`src/rtl/seg7_pkg.sv`:
```
// Shared 7-segment glyphs ({g,f,e,d,c,b,a}, active-high) and the anode one-hot helper.
package seg7_pkg;

  localparam int MAX_DIGITS = 8;

  localparam logic [6:0] SEG_0     = 7'h3F;
  localparam logic [6:0] SEG_1     = 7'h06;
  localparam logic [6:0] SEG_2     = 7'h5B;
  localparam logic [6:0] SEG_3     = 7'h4F;
  localparam logic [6:0] SEG_4     = 7'h66;
  localparam logic [6:0] SEG_5     = 7'h6D;
  localparam logic [6:0] SEG_6     = 7'h7D;
  localparam logic [6:0] SEG_7     = 7'h07;
  localparam logic [6:0] SEG_8     = 7'h7F;
  localparam logic [6:0] SEG_9     = 7'h6F;
  localparam logic [6:0] SEG_DASH  = 7'h40;
  localparam logic [6:0] SEG_BLANK = 7'h00;

  function automatic logic [MAX_DIGITS-1:0] onehot(input logic [2:0] idx);
    return {{(MAX_DIGITS-1){1'b0}}, 1'b1} << idx;
  endfunction

endpackage

```
`src/rtl/bcd_to_seg7.sv`:
```
// Combinational BCD to 7-segment decoder; codes above 9 render as a dash.
module bcd_to_seg7
  import seg7_pkg::*;
(
  input  logic [3:0] bcd,
  input  logic       blank,
  output logic [6:0] seg
);

  always_comb begin
    seg = SEG_DASH;
    if (blank) begin
      seg = SEG_BLANK;
    end else begin
      case (bcd)
        4'd0:    seg = SEG_0;
        4'd1:    seg = SEG_1;
        4'd2:    seg = SEG_2;
        4'd3:    seg = SEG_3;
        4'd4:    seg = SEG_4;
        4'd5:    seg = SEG_5;
        4'd6:    seg = SEG_6;
        4'd7:    seg = SEG_7;
        4'd8:    seg = SEG_8;
        4'd9:    seg = SEG_9;
        default: seg = SEG_DASH;
      endcase
    end
  end

endmodule

```
`src/rtl/bcd_display_scanner.sv`:
```
// Multiplexed 7-segment scanner: captures packed BCD digits into a shadow register
// and cycles them onto a shared segment bus with leading-zero blanking.
module bcd_display_scanner
  import seg7_pkg::*;
#(
  parameter int NUM_DIGITS  = 4,
  parameter int REFRESH_DIV = 1000,
  parameter int ACTIVE_LOW  = 1
) (
  input  logic                    clk,
  input  logic                    reset,
  input  logic [4*NUM_DIGITS-1:0] bcd_in,
  input  logic                    load,
  input  logic                    blank_lz,
  input  logic [NUM_DIGITS-1:0]   dp_en,
  output logic [6:0]              seg,
  output logic                    dp,
  output logic [NUM_DIGITS-1:0]   an,
  output logic                    frame
);

  localparam int CNT_W = $clog2(REFRESH_DIV);
  localparam int IDX_W = $clog2(NUM_DIGITS);
  localparam logic [CNT_W-1:0] CNT_LAST = CNT_W'(REFRESH_DIV - 1);
  localparam logic [IDX_W-1:0] IDX_LAST = IDX_W'(NUM_DIGITS - 1);

  localparam logic [6:0]            SEG_INV = (ACTIVE_LOW != 0) ? 7'h7F : 7'h00;
  localparam logic                  DP_INV  = (ACTIVE_LOW != 0);
  localparam logic [NUM_DIGITS-1:0] AN_INV  = (ACTIVE_LOW != 0) ? '1 : '0;

  logic [CNT_W-1:0]           cnt;
  logic [IDX_W-1:0]           idx;
  logic [NUM_DIGITS-1:0][3:0] shadow;
  logic [NUM_DIGITS-1:0]      shadow_dp;
  logic                       tc;
  logic                       hi_zero;
  logic [NUM_DIGITS-1:0]      lz_mask;
  logic [6:0]                 seg_dec;
  logic [NUM_DIGITS-1:0]      an_dec;

  assign tc     = (cnt == CNT_LAST);
  assign an_dec = NUM_DIGITS'(onehot(3'(idx)));

  // A digit is a leading zero when it and every digit above it are zero; digit 0 always shows.
  always_comb begin
    hi_zero = 1'b1;
    lz_mask = '0;
    for (int i = NUM_DIGITS - 1; i > 0; i--) begin
      hi_zero    = hi_zero & (shadow[i] == 4'd0);
      lz_mask[i] = hi_zero;
    end
  end

  bcd_to_seg7 u_dec (
    .bcd   (shadow[idx]),
    .blank (blank_lz & lz_mask[idx]),
    .seg   (seg_dec)
  );

  // Scan control, shadow capture and polarity-corrected output stage
  always_ff @(posedge clk) begin
    if (!reset) begin
      cnt       <= '0;
      idx       <= '0;
      shadow    <= '0;
      shadow_dp <= '0;
      seg       <= SEG_INV;
      dp        <= DP_INV;
      an        <= AN_INV;
      frame     <= 1'b0;
    end else begin
      cnt   <= tc ? '0 : cnt + 1'b1;
      frame <= tc && (idx == IDX_LAST);
      if (tc) begin
        idx <= (idx == IDX_LAST) ? '0 : idx + 1'b1;
      end
      if (load) begin
        shadow    <= bcd_in;
        shadow_dp <= dp_en;
      end
      seg <= seg_dec ^ SEG_INV;
      dp  <= shadow_dp[idx] ^ DP_INV;
      an  <= an_dec ^ AN_INV;
    end
  end

endmodule

```
`config.mk`:
```
export PLATFORM = sky130hd
export DESIGN_NAME = bcd_display_scanner
export DESIGN_NICKNAME = d
export VERILOG_FILES = /design/src/rtl/seg7_pkg.sv /design/src/rtl/bcd_to_seg7.sv /design/src/rtl/bcd_display_scanner.sv
export SDC_FILE = /design/constraint.sdc
export NUM_CORES = 1
export LEC_CHECK = 0
export BUFFER_PORTS_ARGS = -buffer_cell sky130_fd_sc_hd__buf_2
export CORE_MARGIN = 5
export CORE_UTILIZATION = 49
export DETAILED_ROUTE_END_ITERATION = 6
export PLACE_DENSITY = 0.75
export SYNTH_ARGS = -nofsm -noshare
export SYNTH_HDL_FRONTEND = slang
export SYNTH_SLANG_ARGS = --single-unit
```
`constraint.sdc`:
```
create_clock -name clk -period 1.9 [get_ports clk]
set_input_delay 0.095 -clock clk [delete_from_list [all_inputs] [get_ports clk]]
set_output_delay 0.095 -clock clk [all_outputs]
set_load 0.1 [all_outputs]
```
======== Word-level counts from Yosys, hierarchy flattened ========
Memory sizes are Yosys's and may differ from the RTL's.
Index checks and enable logic that the tools add are counted.
Widths: inputs -> output; s select.
cells by class
  bitwise logic cells ..................... 7
  multiply operators ...................... 0
  equal/unequal tests ..................... 2
  reductions and logical operators ........ 5
  $add $sub $neg .......................... 2
  div/mod/pow operators ................... 0
  muxes and demuxes ....................... 8
  shift-type cells ........................ 1
  magnitude comparators ................... 1
operators by type and width
  operator               number
  $logic_not 4->1        3
  $add 10x1->10 const B  1
  $eq 10x10->1 const B   1
  $bmux 4 s2             1
  $mux 7                 1
  $not 7->7              1
  $bmux 1 s2             2
  $mux 4                 1
  $not 4->4              1
  $shl 1x2->4 const A    1
  $and 1x1->1            3
  $lt 2x3->1 const B     1
  $add 2x1->2 const B    1
  $eq 2x2->1 const B     1
  $mux 1                 2
  $mux 2                 1
  $not 1->1              2
  $reduce_or 2->1        1
  $logic_and 1x1->1      1
word-level totals
  register bits ........................... 45
  input port bits ......................... 24
  bits in latches ......................... 0
  bits in read-only memories .............. 112
  word-level logic and storage cells ...... 38
  RAM bits ................................ 0
  memories ................................ 1
memory list
  name             depth  bits a word  read ports  clocked after memory_dff  wr ports  line               text
  (no name shown)  16     7            1           0                         0         bcd_to_seg7.sv:15  case (bcd)

======== Logic depth before layout (Yosys ltp) ========
  depth in word-level cells ............... 8
  gate-level depth with buffers ........... 8
  mapped depth without buffers ............ 7

======== Cells and area by module ========
A second synthesis with hierarchy kept.
unflattened totals
  cell total of the unflattened synthesis .. 206
  area total of the unflattened synthesis .. 2,033.2 µm²
by module, submodules not included
  module               cells an instance  times used  area an instance (µm²)
  bcd_display_scanner  172                1           1,823.0
  bcd_to_seg7          34                 1           210.2

======== Least setup slack after synthesis ========
Ideal clock, no wire load.
  path kind ............................... register -> register
  start point ............................. register idx[0]
  end point ............................... register seg[3]
  setup time .............................. 0.140 ns
  required time ........................... 1.760 ns
  clock period less this slack ............ 1.910 ns
  path slack .............................. -0.010 ns
  cell stages (with the launch flop) ...... 9
  arrival time ............................ 1.770 ns
  buffers on the path ..................... 1
  path through ............................ dfxtp_1 buf_6 mux4_1 inv_1 ha_1 inv_1 or2_0 mux2i_1 nand3_1
between the ends
  cells in the longest elaborated chain, start to end .. 5
  elaborated cells on any way between the ends .. 8
  those cells by class .................... mux (5); bitwise (2); memory (1)
ends and longest elaborated chain
  item                                                    line                                                  text
  start, declared                                         bcd_display_scanner.sv:32                             logic [IDX_W-1:0] idx;
  start signal, assigned                                  bcd_display_scanner.sv:75                             idx <= (idx == IDX_LAST) ? '0 : idx + 1'b1;
  $bmux 4 s2 or $bmux 1 s2 (tied branches)                bcd_display_scanner.sv:55, bcd_display_scanner.sv:56
  $mux 4 (implied by the code) or $mux 1 (tied branches)  bcd_display_scanner.sv:55, bcd_display_scanner.sv:56
  $mem_v2 16x7 or $and 1x1->1 (tied branches)             n/a
  $mux 7 (*)                                              bcd_to_seg7.sv:12                                     if (blank) begin
  $not 7->7 (no source line) (*)                          n/a
  end signal, assigned                                    bcd_display_scanner.sv:81                             seg <= seg_dec ^ SEG_INV;
  end, declared                                           bcd_display_scanner.sv:16                             output logic [6:0] seg,
Mark *: on every way between the ends. The rest lies on a longest branch, timed or not. The select of a mux whose other input is x is not followed.
A chain may end at the register's enable or synchronous reset.

======== Worst setup path in the final report ========
Ends and elaborated chain as after synthesis.

==> flow_summary_export.csv <==
group,metric,value,unit
routing,wl_met3,232,um
global_route,grt_pass1_wl,6040,um
critical_path,startpoint_type,"flip-flop",
clocking,cts_hold_buffers,0,
layout,layout-drive-gt1-share,25.9,%
placed_design,gp_congestion,0.847,
clocking,clkLatencyLatePin,290,ps
run_status,status,"finished clean",
routing,met1_length,1670,um
logic_synthesis,synth_top_area_share,45.2,%
routing,route.detailed.drc,0,
timing,maxSlewHeadroom,61.9,%
power_and_ir_drop,intPower,1.52,mW
timing,finalCritPeriodShare,93.3,%
critical_path,r2r_start,"idx[0]",
critical_path,slowest_stage,"mux4_2",
critical_path,crit_end,"seg[3]",
routing,firstDrtPassIters,4,
timing,setup_viol,0,
routing,route.top_layer_used,"met4",
timing,timing.fmax,564,MHz
placed_design,port_buffers,36,
layout,fill_cells,344,
logic_synthesis,synthArstFlopShare,0,%
layout,antenna_cells,0,
routing,dr_wl_met2,1580,um
power_and_ir_drop,p_sw,0.528,mW
routing,ant_nets,0,
critical_path,max_stage_delay,530,ps
clocking,cts_resized,0,
critical_path,worst-setup-path-type,"reg2reg",
global_route,grt_usage,14.4,%
power_and_ir_drop,p_seq_share,49.5,%
logic_synthesis,ys_warn_count,0,
critical_path,reg2regPathDepth,7,
die,num_io_pins,37,
die,start_util,50.2,%
logic_synthesis,syn_nets,224,
routing,avgRoutedWirePerCell,12.7,um
clocking,clock_sinks,45,
logic_synthesis,synthMostInstantiatedCell,"dfxtp_1",
critical_path,path_common_cell,"inv_1",
global_route,grt_pass1_vias,1328,
routing,dr_total_vias,1417,
clocking,cts_buffers,5,
layout,area_growth,18.5,%
clocking,cts_tree,"yes",
critical_path,cp_max_fo,5,
global_route,grt_max_degree,27,
logic_synthesis,synth.distinct_cells,32,
power_and_ir_drop,max-vdd-ir-drop,0.000467,V
critical_path,worst_setup_path_end_kind,"flip-flop",
timing,drv_slew,0,
die,die_height,73.8,um
placed_design,dp_cells,274,
logic_synthesis,yosys_register_bits,45,
hold_path,hold_class,"in2reg",
power_and_ir_drop,powerDensity,867,nW/um2
critical_path,worstPathRequired,2050,ps
logic_synthesis,synth_edf_count,0,
logic_synthesis,synth_top_area_cell,"dfxtp_1",
clocking,cts_max_path_buffers,2,
routing,viasPerCell,5.02,
power_and_ir_drop,pwr-share-comb,14.9,%
placed_design,pre_cts_slack,21.6,ps
power_and_ir_drop,pwr-share-clk,35.6,%
global_route,gr-total-overflow,0,
logic_synthesis,ys_top_cells_by_area,"dfxtp_1 45%, mux2i_1 12%, nor2b_1 6.6%",
die,num_rows,23,
logic_synthesis,postSynthAreaPerCell,10.5,um2
logic_synthesis,netlist_instances,190,
timing,final.setup.worst_slack,128,ps
die,core-area,3970,um2
clocking,htree_num_levels,2,
job,drv_cap,0,
clocking,clkTransAtPathRegs,80,ps
timing,min_period,1770,ps
timing,rsz0062_at_grt,"no",
clocking,cts_root_buffer,"clkbuf_8",
routing,drt-total-wl,3570,um
timing,fin_hold_ws,56.3,ps
die,die_w,73.8,um
layout,register_area,905,um2
layout,final_cells,282,
logic_synthesis,syn-cell-area,1990,um2
critical_path,timing.rr.end,"seg[3]",
layout,multi_input_area,1000,um2
placed_design,dp_hpwl,2690,um
logic_synthesis,ys_seq_area_share,45.2,%
timing,setup-tns-final,0,ps
logic_synthesis,synthTopCellsByCount,"45 x dfxtp_1, 23 x mux2i_1, 21 x nor2b_1",
global_route,antenna_found_initial,0,
power_and_ir_drop,swShare,25.8,%
timing,hold_violations,0,
clocking,postCtsSetupBuffers,0,
critical_path,cp.arrival,1930,ps
timing,clock_skew,6.49,ps
routing,drt_iter0_drc,63,
timing,worst_pin_slew,572,ps
layout,finalNetCount,265,
power_and_ir_drop,p_leak,1.05,nW
critical_path,rrSetupSlack,130,ps
critical_path,cp-startpoint,"idx[0]",
logic_synthesis,synth_ff_type,"dfxtp_1",
critical_path,crit_chain,"mux4_2 -> inv_1 -> ha_1 -> inv_1 -> or2_0 -> mux2i_1 -> nand3_1",
die,dieArea,5440,um2
layout by cell type, fill, tap and decap left out:
master	synthesis	routed
ha_1	10	10
nor3b_1	1	1
and3_1	3	3
and2_4	1	1
buf_2	1	36
xor2_1	8	8
mux4_1	2	1
nor4_1	1	1
a21oi_1	2	2
nor3_1	1	1
and2_1	2	2
o211ai_1	3	3
nand2b_1	1	1
nor2_1	13	13
o22ai_1	3	3
or3_1	1	1
nand2_1	8	8
bufinv_16	0	1
mux2i_1	23	23
nand4_1	4	4
or4_1	2	2
or2_0	2	2
clkbuf_8	0	6
nand3_1	8	8
mux2_2	1	1
a21boi_1	1	1
nor3_2	1	1
buf_4	0	9
mux4_2	3	4
and4_1	1	1
dfxtp_1	45	44
dfxtp_4	0	1
clkbuf_1	8	1
nor2b_1	21	21
inv_1	7	7
final cells by class:
cell class / instances / share of cell area (%)
inverters: 7 / 1.11
flip-flops and latches: 45 / 38.3
repair buffers: 45 / 10.5
multi-input cells: 127 / 42.5
clock buffers: 7 / 3.65
well taps: 50 / 2.65
clock inverters: 1 / 1.27
cells by family after synthesis:
group / Yosys count / share of synthesized area [%]
xor+xnor: 8 / 3.52
buf+inv: 18 / 4.21
simple gates: 71 / 19.7
compound gates: 9 / 2.95
mux: 29 / 18.1
flops: 45 / 45.2
fa+ha+maj: 10 / 6.28
metal layers:
| layer | vias up | track usage [%] |
|---|---|---|
| li1 | 729 | - |
| met1 | 644 | 18.2 |
| met2 | 35 | 22.1 |
| met3 | 9 | 4.65 |
| met4 | 0 | 6.84 |
| met5 | - | 0 |
power by group through the flow:
stage               Clock (mW)  Sequential [mW]  Combinational, mW
floorplan                    0             1.15              0.129
global placement             0             1.04              0.304
detailed placement           0             1.04              0.308
CTS                      0.752             1.02              0.309
global route             0.802             1.02              0.329
finish                   0.728             1.01              0.306
registers in the layout (all words and copies together), names as in the netlist:
name       cells
an             4
cnt           10
dp             1
frame          1
idx            2
seg            7
shadow        16
shadow_dp      4
worst max-delay path, delay by kind of cell, from the launching register on:
kind	cells	cell delay (ps)
fa+ha+maj	1	150
buf+inv	2	140
flops	1	390
mux	2	670
simple gates	2	280
how the worst min path moves through the flow:
stage / cells past startpoint / from / slack, ps / end
after floorplan: 2 / dp_en[1] / 260 / shadow_dp[1]
after global placement: 3 / dp_en[1] / 350 / shadow_dp[1]
after detailed placement: 3 / bcd_in[9] / 360 / shadow[9]
after CTS: 3 / bcd_in[9] / 50 / shadow[9]
after global routing: 3 / bcd_in[15] / 60 / shadow[15]
final: 3 / bcd_in[15] / 60 / shadow[15]
metrics by stage:
| stage | util [%] | instance area (um2) | power (mW) |
|---|---|---|---|
| CTS | 59.4 | 2360 | 2.08 |
| global placement | 56.5 | 2240 | 1.34 |
| detailed placement | 56.5 | 2240 | 1.35 |
| floorplan | - | 1990 | 1.28 |
| global route | 59.5 | 2360 | 2.15 |
| finish | 59.5 | 2360 | 2.05 |
Note: power is estimated with default switching activity, not from simulation.
